File: config.mk
export PLATFORM = sky130hd
export DESIGN_NAME = head_encrypt_sched
export DESIGN_NICKNAME = d
export VERILOG_FILES = /design/src/rtl/head_encrypt_sched.sv
export SDC_FILE = /design/constraint.sdc
export NUM_CORES = 1
export LEC_CHECK = 0
export ABC_AREA = 0
export BUFFER_PORTS_ARGS = -buffer_cell sky130_fd_sc_hd__clkbuf_2
export CAP_MARGIN = 20
export CORE_AREA = 2 2 356 358
export DETAILED_ROUTE_END_ITERATION = 16
export DIE_AREA = 0 0 358 360
export GPL_ROUTABILITY_DRIVEN = 0
export SLEW_MARGIN = 15
export SYNTH_ARGS = -nofsm -noshare
export SYNTH_HDL_FRONTEND = slang
export SYNTH_SLANG_ARGS = --single-unit
export TNS_END_PERCENT = 100
File: constraint.sdc
create_clock -name clk -period 8.1 [get_ports clk]
set_clock_uncertainty 0.1 [all_clocks]
set_input_delay 0.405 -clock clk [delete_from_list [all_inputs] [get_ports clk]]
set_output_delay 0.405 -clock clk [all_outputs]
set_load 0.02 [all_outputs]
File: src/rtl/head_encrypt_sched.sv
// Round-robin scheduler: head flits (FT=00) go through the encryption engine, others bypass it. Optional timeout under HEAD_ENCRYPT_TIMEOUT_EN.
// Grant to out_valid: 1 cycle bypass, engine latency+2 head; out_valid holds until out_ready and no new grant is issued meanwhile.
module head_encrypt_sched #(
  parameter int NREQ    = 4,
  parameter int TIMEOUT = 255
) (
  input  logic                 clk,
  input  logic                 rst_n,
  input  logic [NREQ-1:0]      req,
  input  logic [128*NREQ-1:0]  req_flit,
  output logic [NREQ-1:0]      gnt,
  output logic                 eng_start,
  output logic [127:0]         eng_flit,
  input  logic                 eng_done,
  input  logic [127:0]         eng_result,
  output logic                 out_valid,
  input  logic                 out_ready,
  output logic [127:0]         out_flit,
  output logic [2:0]           out_src,
  output logic                 err_timeout
);

`ifdef HEAD_ENCRYPT_TIMEOUT_EN
  localparam bit TIMEOUT_EN = 1'b1;
`else
  localparam bit TIMEOUT_EN = 1'b0;
`endif

  typedef enum logic [1:0] {IDLE, ISSUE, WAIT, HOLD} state_t;

  state_t         state, state_nxt;
  logic [2:0]     rr_ptr;
  logic [2:0]     pick;
  logic           pick_vld;
  logic [127:0]   pick_flit;
  logic           pick_head;
  logic [7:0]     wait_cnt;
  logic           timeout_hit;
  logic           err_r;

  // rr_ptr is the first port to consider, i.e. one past the last granted port
  always_comb begin
    int idx;
    idx      = 0;
    pick_vld = 1'b0;
    pick     = '0;
    for (int off = 0; off < NREQ; off++) begin
      idx = int'(rr_ptr) + off;
      if (idx >= NREQ) idx = idx - NREQ;
      for (int i = 0; i < NREQ; i++) begin
        if (!pick_vld && req[i] && (i == idx)) begin
          pick_vld = 1'b1;
          pick     = 3'(i);
        end
      end
    end
  end

  always_comb begin
    pick_flit = '0;
    for (int i = 0; i < NREQ; i++) begin
      if (pick == 3'(i)) pick_flit = req_flit[128*i +: 128];
    end
  end

  assign pick_head   = (pick_flit[1:0] == 2'b00);
  // The counter reaches TIMEOUT on the cycle it would step to it; eng_done there still wins.
  assign timeout_hit = TIMEOUT_EN && (wait_cnt == 8'(TIMEOUT - 1));

  always_comb begin
    state_nxt = state;
    gnt       = '0;
    eng_start = 1'b0;
    case (state)
      IDLE: begin
        if (pick_vld && rst_n) begin
          for (int i = 0; i < NREQ; i++) gnt[i] = (pick == 3'(i));
          state_nxt = pick_head ? ISSUE : HOLD;
        end
      end
      ISSUE: begin
        eng_start = 1'b1;
        state_nxt = WAIT;
      end
      WAIT: begin
        if (eng_done)         state_nxt = HOLD;
        else if (timeout_hit) state_nxt = IDLE;
      end
      HOLD: begin
        if (out_ready) state_nxt = IDLE;
      end
      default: state_nxt = IDLE;
    endcase
  end

  always_ff @(posedge clk) begin
    if (!rst_n) begin
      state    <= IDLE;
      rr_ptr   <= '0;
      eng_flit <= '0;
      out_flit <= '0;
      out_src  <= '0;
      wait_cnt <= '0;
      err_r    <= 1'b0;
    end else begin
      state <= state_nxt;
      case (state)
        IDLE: begin
          if (pick_vld) begin
            out_src <= pick;
            rr_ptr  <= (int'(pick) == NREQ - 1) ? 3'd0 : pick + 3'd1;
            if (pick_head) eng_flit <= pick_flit;
            else           out_flit <= pick_flit;
          end
        end
        ISSUE: wait_cnt <= '0;
        WAIT: begin
          wait_cnt <= wait_cnt + 8'd1;
          if (eng_done)         out_flit <= eng_result;
          else if (timeout_hit) err_r    <= 1'b1;
        end
        default: ;
      endcase
    end
  end

  assign out_valid   = (state == HOLD);
  assign err_timeout = TIMEOUT_EN & err_r;

endmodule

; After elaboration in Yosys (flattened, before gate mapping)
; Index checks and enable logic that the tools add are counted.
[word_totals]
regBits = 264
latchBits = 0
ram_bits = 0
mem_bits_ro = 0
in_bits = 648
out_inout_bits = 266
word_cells = 152
n_memories = 0
[classes]
n_addsub = 8
n_mul = 0
div_mod_pow = 0
order_cmp = 4
eq_ne = 24
shift = 0
mux = 52
n_bitwise = 0
n_reduce_logical = 59
[op_table]
columns = op, n
row1 = 2-to-1 mux 128 bit, 7
row2 = "== test 3 x 32 -> 1 bit, first input constant", 8
row3 = case mux 128 bit (2 select lines), 1
row4 = "== test 2 x 32 -> 1 bit, first input constant", 4
row5 = logical NOT 32 bit, 4
row6 = 2-to-1 mux 32 bit, 4
row7 = 2-to-1 mux 3 bit, 14
row8 = logical AND 1 bit, 32
row9 = 2-to-1 mux 1 bit, 18
row10 = logical NOT 1 bit, 15
row11 = "subtractor 4 x 3 -> 5 bit, second input constant", 3
row12 = ">= comparator 4 x 3 -> 1 bit, second input constant", 3
row13 = 2-to-1 mux 2 bit, 5
row14 = "adder 3 x 2 -> 4 bit, second input constant", 2
row15 = 2-to-1 mux 4 bit, 2
row16 = "!= test 2 bit, second input constant", 4
row17 = case mux 2 bit (4 select lines), 1
row18 = "== test 3 x 2 -> 1 bit, second input constant", 2
row19 = AND reduction 3 bit, 2
row20 = "adder 3 x 1 -> 4 bit, second input constant", 1
row21 = "== test 2 bit, second input constant", 2
row22 = logical NOT 2 bit, 2
row23 = AND reduction 4 bit, 1
row24 = "subtractor 3 x 3 -> 4 bit, second input constant", 1
row25 = other kinds (9), 9

; Depth between registers and ports, before layout
; Gate-level depths: netlist of the first run.
[logic_depth]
ltp_word = 74
ltp_mapped = 13
depth_no_buf = 10

; Least setup slack after synthesis of the first run
; Ideal clock, no wire load.
[synth_timing]
path_type = reg-to-reg
from = register rr_ptr[1]
to = register out_flit[10]
arrival_ns = 2.726
slack_ns = 5.187
path_stages_with_launch = 13
path_buffers = 2
synth_period_minus_slack_ns = 2.913
cell_sequence = dfxtp_1 mux2i_1 nor2_1 a311oi_1 inv_1 ha_1 a211oi_1 a211oi_4 o221ai_2 buf_2 clkbuf_1 nand4_1 o31ai_1
[synth_via]
elab_chain_cells = 73
word_cells_on_any_way = 123
classes_between = 7 x add/sub / 4 x order compare / 17 x eq/ne / 42 x mux / 53 x reduce/logical
[synth_lines]
columns = item, line
row1 = from (decl), 32  ; logic [2:0] rr_ptr;
row2 = from (signal assigned), 111  ; rr_ptr <= (int'(pick) == NREQ - 1) ? 3'd0 : pick + 3'd1;
row3 = subtractor 3 x 3 -> 4 bit or >= comparator 3 bit (tied branches), 49  ; if (idx >= NREQ) idx = idx - NREQ;
row4 = 2-to-1 mux 32 bit, 49
row5 = logical NOT 32 bit, 51  ; if (!pick_vld && req[i] && (i == idx)) begin
row6 = logical AND 1 bit, 51
row7 = 2-to-1 mux 1 bit, 51
row8 = logical NOT 1 bit, 51
row9 = logical AND 1 bit (2 in series), 51
row10 = 2-to-1 mux 1 bit, 51
row11 = [55 not listed], n/a
row12 = 2-to-1 mux 3 bit *, 51
row13 = via pick[0], 33  ; logic [2:0] pick;
row14 = logical NOT 3 bit, 62  ; if (pick == 3'(i)) pick_flit = req_flit[128*i +: 128];
row15 = 2-to-1 mux 128 bit (3 in series), 62
row16 = 2-to-1 mux 128 bit *, 62
row17 = logical NOT 2 bit or 2-to-1 mux 128 bit (tied branches), "66, 112"
row18 = != test 2 bit (no line) or 2-to-1 mux 128 bit (tied branches), n/a
row19 = AND reduction 4 bit (no line) or case mux 128 bit (2 select lines) (tied branches), n/a
row20 = to (signal assigned), 113  ; else out_flit <= pick_flit;
row21 = to (signal assigned), 119  ; if (eng_done) out_flit <= eng_result;
row22 = to (decl), 18  ; output logic [127:0] out_flit,
; The timed path passes the listed nets; every way through them passes the cells marked *. The select of a mux whose other input is x is not followed.
; A chain may end at the register's enable or synchronous reset.

; Worst setup path in the final report of the first run
[layout_timing]
from = register rr_ptr[1]
to = register out_flit[41]
; Same word-level chain as after synthesis.

==> results of run 1 <==
-- per-layer routing --
| metal | global-route usage (%) | vias to the layer above | wire length [um] |
|---|---|---|---|
| met5 | 0 | - | 45 |
| met4 | 5.53 | 6 | 4010 |
| met3 | 4.14 | 151 | 9560 |
| met2 | 21.9 | 1118 | 42600 |
| met1 | 18.4 | 9432 | 41100 |
| li1 | - | 8753 | - |
-- state kept, by name, indices dropped and copies added (netlist names) --
register  flops
eng_flit    128
out_flit    128
out_src       2
rr_ptr        2
state         2
-- placed cells by master, fill, tap and decap left out, types with 114 or more instances in the layout --
| cell | synthesis | routed |
|---|---|---|
| nand2_1 | 128 | 128 |
| a221oi_1 | 126 | 126 |
| nand4_1 | 126 | 126 |
| o21ai_0 | 128 | 128 |
| o31ai_1 | 126 | 126 |
| nor2_1 | 114 | 114 |
| nor3_1 | 126 | 126 |
| nor2b_1 | 129 | 128 |
| o311a_1 | 214 | 214 |
| dfxtp_1 | 262 | 262 |
| clkbuf_2 | 0 | 910 |
-- how the worst min path moves through the flow --
stage                               start                    endpoint  slack (ns)  depth (start not counted)
3_5_place_dp   out_flit[109]$_SDFFE_PN0P_  out_flit[109]$_SDFFE_PN0P_        0.36                          2
5_1_grt                   eng_result[125]  out_flit[125]$_SDFFE_PN0P_        0.03                          3
2_1_floorplan       state[1]$_SDFFE_PN0P_       state[1]$_SDFFE_PN0P_        0.38                          2
4_1_cts                    eng_result[39]   out_flit[39]$_SDFFE_PN0P_      0.0005                          3
6_report                    eng_result[6]    out_flit[6]$_SDFFE_PN0P_        0.06                          3
3_3_place_gp    out_flit[47]$_SDFFE_PN0P_   out_flit[47]$_SDFFE_PN0P_        0.36                          2
-- power by group through the flow --
| stage | clock [mW] | sequential, mW | combinational (mW) |
|---|---|---|---|
| after floorplan | 0 | 3.00 | 3.15 |
| after global placement | 0 | 2.34 | 6.10 |
| after detailed placement | 0 | 2.36 | 6.15 |
| after CTS | 1.69 | 2.34 | 6.17 |
| after global routing | 1.71 | 2.41 | 6.62 |
| final | 1.63 | 2.36 | 6.16 |
-- area by class of cell --
cell class | count | area (um^2) | area share [%]
Antenna cell | 7 | 17.5 | 0.0779
Clock buffer | 50 | 1050 | 4.69
Clock inverter | 13 | 108 | 0.478
Inverter | 10 | 50.0 | 0.222
Multi-Input combinational cell | 1326 | 8990 | 40.0
Sequential cell | 262 | 5250 | 23.3
Tap cell | 1650 | 2060 | 9.18
Timing Repair Buffer | 951 | 4960 | 22.0
-- stage by stage --
stage / instance area (um^2) / std cells / util, %
2_1_floorplan: 15300 / 1838 / -
3_3_place_gp: 21200 / 4188 / 17.0
3_5_place_dp: 21200 / 4188 / 17.0
4_1_cts: 22500 / 4262 / 18.0
5_1_grt: 22500 / 4264 / 18.0
6_report: 22500 / 4269 / 18.0
-- worst register-to-register path: cells and delay by family (launching register included) --
family | cells | cell delay, ns
adder cells (fa/ha/maj) | 1 | 0.37
flip-flops | 1 | 0.43
buffers and inverters | 3 | 1.27
AND/OR/NAND/NOR | 2 | 0.55
multiplexers | 1 | 0.21
AO/OA/AOI/OAI | 5 | 1.81
-- cell families (layout without fill, tap and decap cells) --
family	after synthesis	in the layout	synth area share, %
AND/OR/NAND/NOR	676	676	23.2
AO/OA/AOI/OAI	633	633	34.1
flip-flops	262	262	34.4
buffers and inverters	250	1024	7.26
adder cells (fa/ha/maj)	9	9	0.738
multiplexers	6	6	0.393
other	1	9	0.0246
-- what timing repair did --
action	4_1_cts	5_1_grt
hold buffers	11	0
resized for setup	0	0
hold endpoints to repair	11	0
==> impl_metrics.tcl, run 1 <==
set metrics [dict create \
    dp_slack_ns 3.07 \
    cts_setup_buffers 0 \
    p_clk_share_pct 16.0 \
    r2r_start "rr_ptr[1]$_SDFFE_PN0P_" \
    rsz0062_at_grt "false" \
    drc 0 \
    synthArstFlopShare_pct 0 \
    hold_class "in2reg" \
    max_stage_delay_ns 0.78 \
    cpMostUsedCell "buf_4" \
    worst-path-stages 12 \
    r2r_setup_slack_ns 3.21 \
    worstPathArrival_ns 5.21 \
    synthTopCellsByArea "dfxtp_1, o311a_1, a221oi_1" \
    port_buffers 911 \
    crit_chain "mux2i_1, nor2_1, a311oi_2, inv_1, ha_4, a211oi_1, a211oi_2, o221ai_4, buf_4, and2_4, buf_4, o31ai_1" \
    cp.required_ns 8.42 \
    firstDrtPassIters 7 \
    dominantRegCellSynth "dfxtp_1" \
    dieWidth_um 358 \
    internal_power_mw 4.90 \
    drive_above_1_share_pct 38.9 \
    ys_seq_area_share_pct 34.4 \
    reg2reg_to "out_flit[41]$_SDFFE_PN0P_" \
    hold_viol 0 \
    status "completed" \
    start_util_pct 12.2 \
    yosysMostFrequentCell "dfxtp_1" \
    vdd_drop_max_v 0.000202 \
    num_rows 130 \
    fin_crit_ns 4.89 \
    vias 19500 \
    grt_use_total_pct 14.2 \
    crit_path_start "rr_ptr[1]$_SDFFE_PN0P_" \
    clkSinkCount 262 \
    pwr-share-comb_pct 60.7 \
    synth_area_per_cell_um2 8.31 \
    ys_seq_elements 262 \
    ys_warn_count 0 \
    slew-limit-headroom_pct 26.1 \
    via_per_inst 4.56 \
    criticalPathCategory "reg2reg" \
    path_clk_slew_ns 0.06 \
    final_antenna_net_count 0 \
    nFillCells 14100 \
    cts_tree "yes" \
    cp_top_family "compound AO/OA/AOI/OAI gates" \
    clockBufferDepth 3 \
    hold_slack_ns 0.0602 \
    worst_setup_path_end_kind "flip-flop" \
    fin_ws_ns 3.21 \
    drv_slew 0 \
    grt_overflow_total 0 \
    max_freq_mhz 204 \
    worst_setup_path_start_kind "flip-flop" \
    cts_buffers 36 \
    synth_top_area_cell "dfxtp_1" \
    synthesis.area_um2 15300 \
    critPathBufInv 3 \
    dp_hpwl_um 74200 \
    worst-path-max-fanout 55 \
    routed_wl_um 97300 \
    clkLatencyLatePin_ns 0.57 \
    antenna_found_initial 27 \
    core_area_um2 125000 \
    power_frac_seq_pct 23.2 \
    r2r_cells 12 \
    drtIter0Drc 1907 \
    pwr_density_cell_nw_per_um2 451 \
    ys_top_cells_by_count "dfxtp_1, o311a_1, clkbuf_1, nor2b_1" \
    fin_total_pwr_mw 10.1 \
    dieArea_um2 129000 \
    syn_to_final_growth_pct 47.3 \
    synth_edf_count 0 \
    p_leak_nw 9.69 \
    grt_pass1_vias 18000 \
    yosysTopAreaCellShare_pct 34.4 \
    h-tree-depth 2 \
    tightestPinTransition_ns 1.11 \
    synth_cell_types 40 \
    syn_inst 1837 \
    fp.dieH_um 360 \
    clockRootBuffer "clkbuf_16" \
    slowest_stage "a311oi_2" \
    finalSetupViolCount 0 \
    nNetsFinal 3244 \
    endpoint "out_flit[41]$_SDFFE_PN0P_" \
    swShare_pct 51.7 \
    switchingPower_mw 5.25 \
    grt_pass1_wl_um 132000 \
    drv_cap 0 \
    fin_crit_sh_pct 60.4 \
    avgRoutedWirePerCell_um 22.8 \
    grt_max_degree 154 \
    final.setup.tns_ns 0 \
    ios 914 \
]
No activity file was read; power rests on OpenSTA's default activity.
==> run 2, diff against run 1 <==
clock period = 4 ns   (was 8.1 ns; I/O delays follow)
==> impl_metrics.tcl, run 2 (synthesized netlist as in run 1, its figures left out) <==
set metrics [dict create \
    status "completed" \
    drive_above_1_share_pct 34.3 \
    fin_total_pwr_mw 22.7 \
    p_leak_nw 11.9 \
    start_util_pct 12.2 \
    hold_depth 4 \
    firstDrtPassIters 8 \
    vdd_drop_max_v 0.000648 \
    fin_util_pct 21.6 \
    hold_start "req_flit[409]" \
    r2r_setup_slack_ns 0.23 \
    clockRootBuffer "clkbuf_16" \
    routed_wl_um 102000 \
    h-tree-depth 2 \
    r2r_start "rr_ptr[1]$_SDFFE_PN0P_" \
    tightestPinTransition_ns 1.02 \
    hold_end "eng_flit[25]$_SDFFE_PN0P_" \
    drc 0 \
    final.setup.tns_ns 0 \
    dieArea_um2 129000 \
    finish.instance_area_um2 27000 \
    core_area_um2 125000 \
    cts_setup_buffers 0 \
    grt_pass1_wl_um 141000 \
    drv_slew 0 \
    cts_tree "yes" \
    max_freq_mhz 265 \
    clockBufferDepth 3 \
    final_antenna_net_count 0 \
    dieWidth_um 358 \
    finalSetupViolCount 0 \
    slew-limit-headroom_pct 32.2 \
    drv_cap 0 \
    via_per_inst 4.60 \
    nNetsFinal 3674 \
    num_rows 130 \
    antenna_found_initial 26 \
    path_clk_slew_ns 0.06 \
    fin_crit_ns 3.77 \
    drtIter0Drc 1968 \
    cts_buffers 35 \
    final_common_cell "clkbuf_2" \
    clkSinkCount 262 \
    dp_hpwl_um 73700 \
    avgRoutedWirePerCell_um 21.6 \
    worst_setup_path_start_kind "flip-flop" \
    final_cell_mix "clkbuf_2, dlygate4sd3_1, dfxtp_1" \
    nFillCells 13800 \
    fp.dieH_um 360 \
    reg2reg_to "out_flit[124]$_SDFFE_PN0P_" \
    cp.required_ns 4.35 \
    hold_viol 0 \
    grt_use_total_pct 14.8 \
    clkLatencyLatePin_ns 0.56 \
    reg.largest.list "eng_flit (128), out_flit (128)" \
    pwr_density_cell_nw_per_um2 841 \
    place_area_um2 21600 \
    hold_class "in2reg" \
    port_buffers 911 \
    fin_crit_sh_pct 94.2 \
    grt_pass1_vias 20900 \
    ios 914 \
    r2r_cells 11 \
    rsz0062_at_grt "false" \
    vias 21700 \
    grt_max_degree 153 \
    syn_to_final_growth_pct 76.6 \
    worstPathArrival_ns 4.12 \
    criticalPathCategory "reg2reg" \
    worst_setup_path_end_kind "flip-flop" \
    grt_overflow_total 0 \
    worst-path-max-fanout 47 \
]
[run 2: what timing repair did]
item / CTS / global route
endpoints found under the setup margin: 0 / 85
hold buffers: 411 / 0
endpoints found under the hold margin: 249 / 0
resized for setup: 0 / 7
[run 2: worst max path at each step]
stage / start / cells after the start / end / slack (ns)
floorplan: rr_ptr[1]$_SDFFE_PN0P_ / 12 / out_flit[126]$_SDFFE_PN0P_ / 1.09
global placement: rr_ptr[1]$_SDFFE_PN0P_ / 9 / out_flit[20]$_SDFFE_PN0P_ / 0.66
detailed placement: rr_ptr[1]$_SDFFE_PN0P_ / 12 / out_flit[37]$_SDFFE_PN0P_ / 0.64
CTS: rr_ptr[1]$_SDFFE_PN0P_ / 13 / out_flit[41]$_SDFFE_PN0P_ / 0.15
global route: rr_ptr[1]$_SDFFE_PN0P_ / 13 / out_flit[52]$_SDFFE_PN0P_ / 0.02
finish: rr_ptr[1]$_SDFFE_PN0P_ / 11 / out_flit[124]$_SDFFE_PN0P_ / 0.23
[run 2: per-stage QoR]
step	hold WS, ns	cells	setup WS (ns)
2_1_floorplan	0.337	1838	1.09
3_3_place_gp	0.357	4219	0.658
3_5_place_dp	0.364	4219	0.641
4_1_cts	0.00107	4691	0.153
5_1_grt	0.0408	4700	0.0246
6_report	0.0403	4708	0.231
[run 2: final cells by class]
| type | count | area (um^2) | share of cell area, % |
|---|---|---|---|
| antenna | 17 | 42.5 | 0.158 |
| clock buffer | 55 | 1080 | 4.02 |
| clock inverter | 6 | 86.3 | 0.320 |
| inverter | 10 | 50.0 | 0.186 |
| multi-input combinational | 1326 | 9010 | 33.4 |
| sequential | 262 | 5250 | 19.5 |
| tap | 1650 | 2060 | 7.66 |
| timing repair buffer | 1382 | 9380 | 34.8 |
[run 2: power by group]
part	switching [mW]	internal, mW
Sequential	0.855	3.91
Clock	1.36	1.98
Combinational	8.85	5.72
Total	11.1	11.6
[run 2: routing by layer]
| metal | vias up | routed length (um) | global-route usage [%] |
|---|---|---|---|
| met2 | 1284 | 44200 | 22.8 |
| li1 | 9622 | - | - |
| met3 | 227 | 10100 | 4.66 |
| met1 | 10500 | 42900 | 18.8 |
| met5 | - | 52 | 0 |
| met4 | 10 | 4520 | 6.46 |
[run 2: critical path: stages, from the launching register on]
cell and delay, ns:
dfxtp_2 0.38, mux2i_1 0.19, nor2_1 0.07, a311oi_2 0.28, inv_1 0.14, ha_1 0.28, nor2b_4 0.16, buf_12 0.16
a221oi_1 0.90, o311a_1 0.27, o31ai_1 0.07, dlygate4sd3_1 0.57
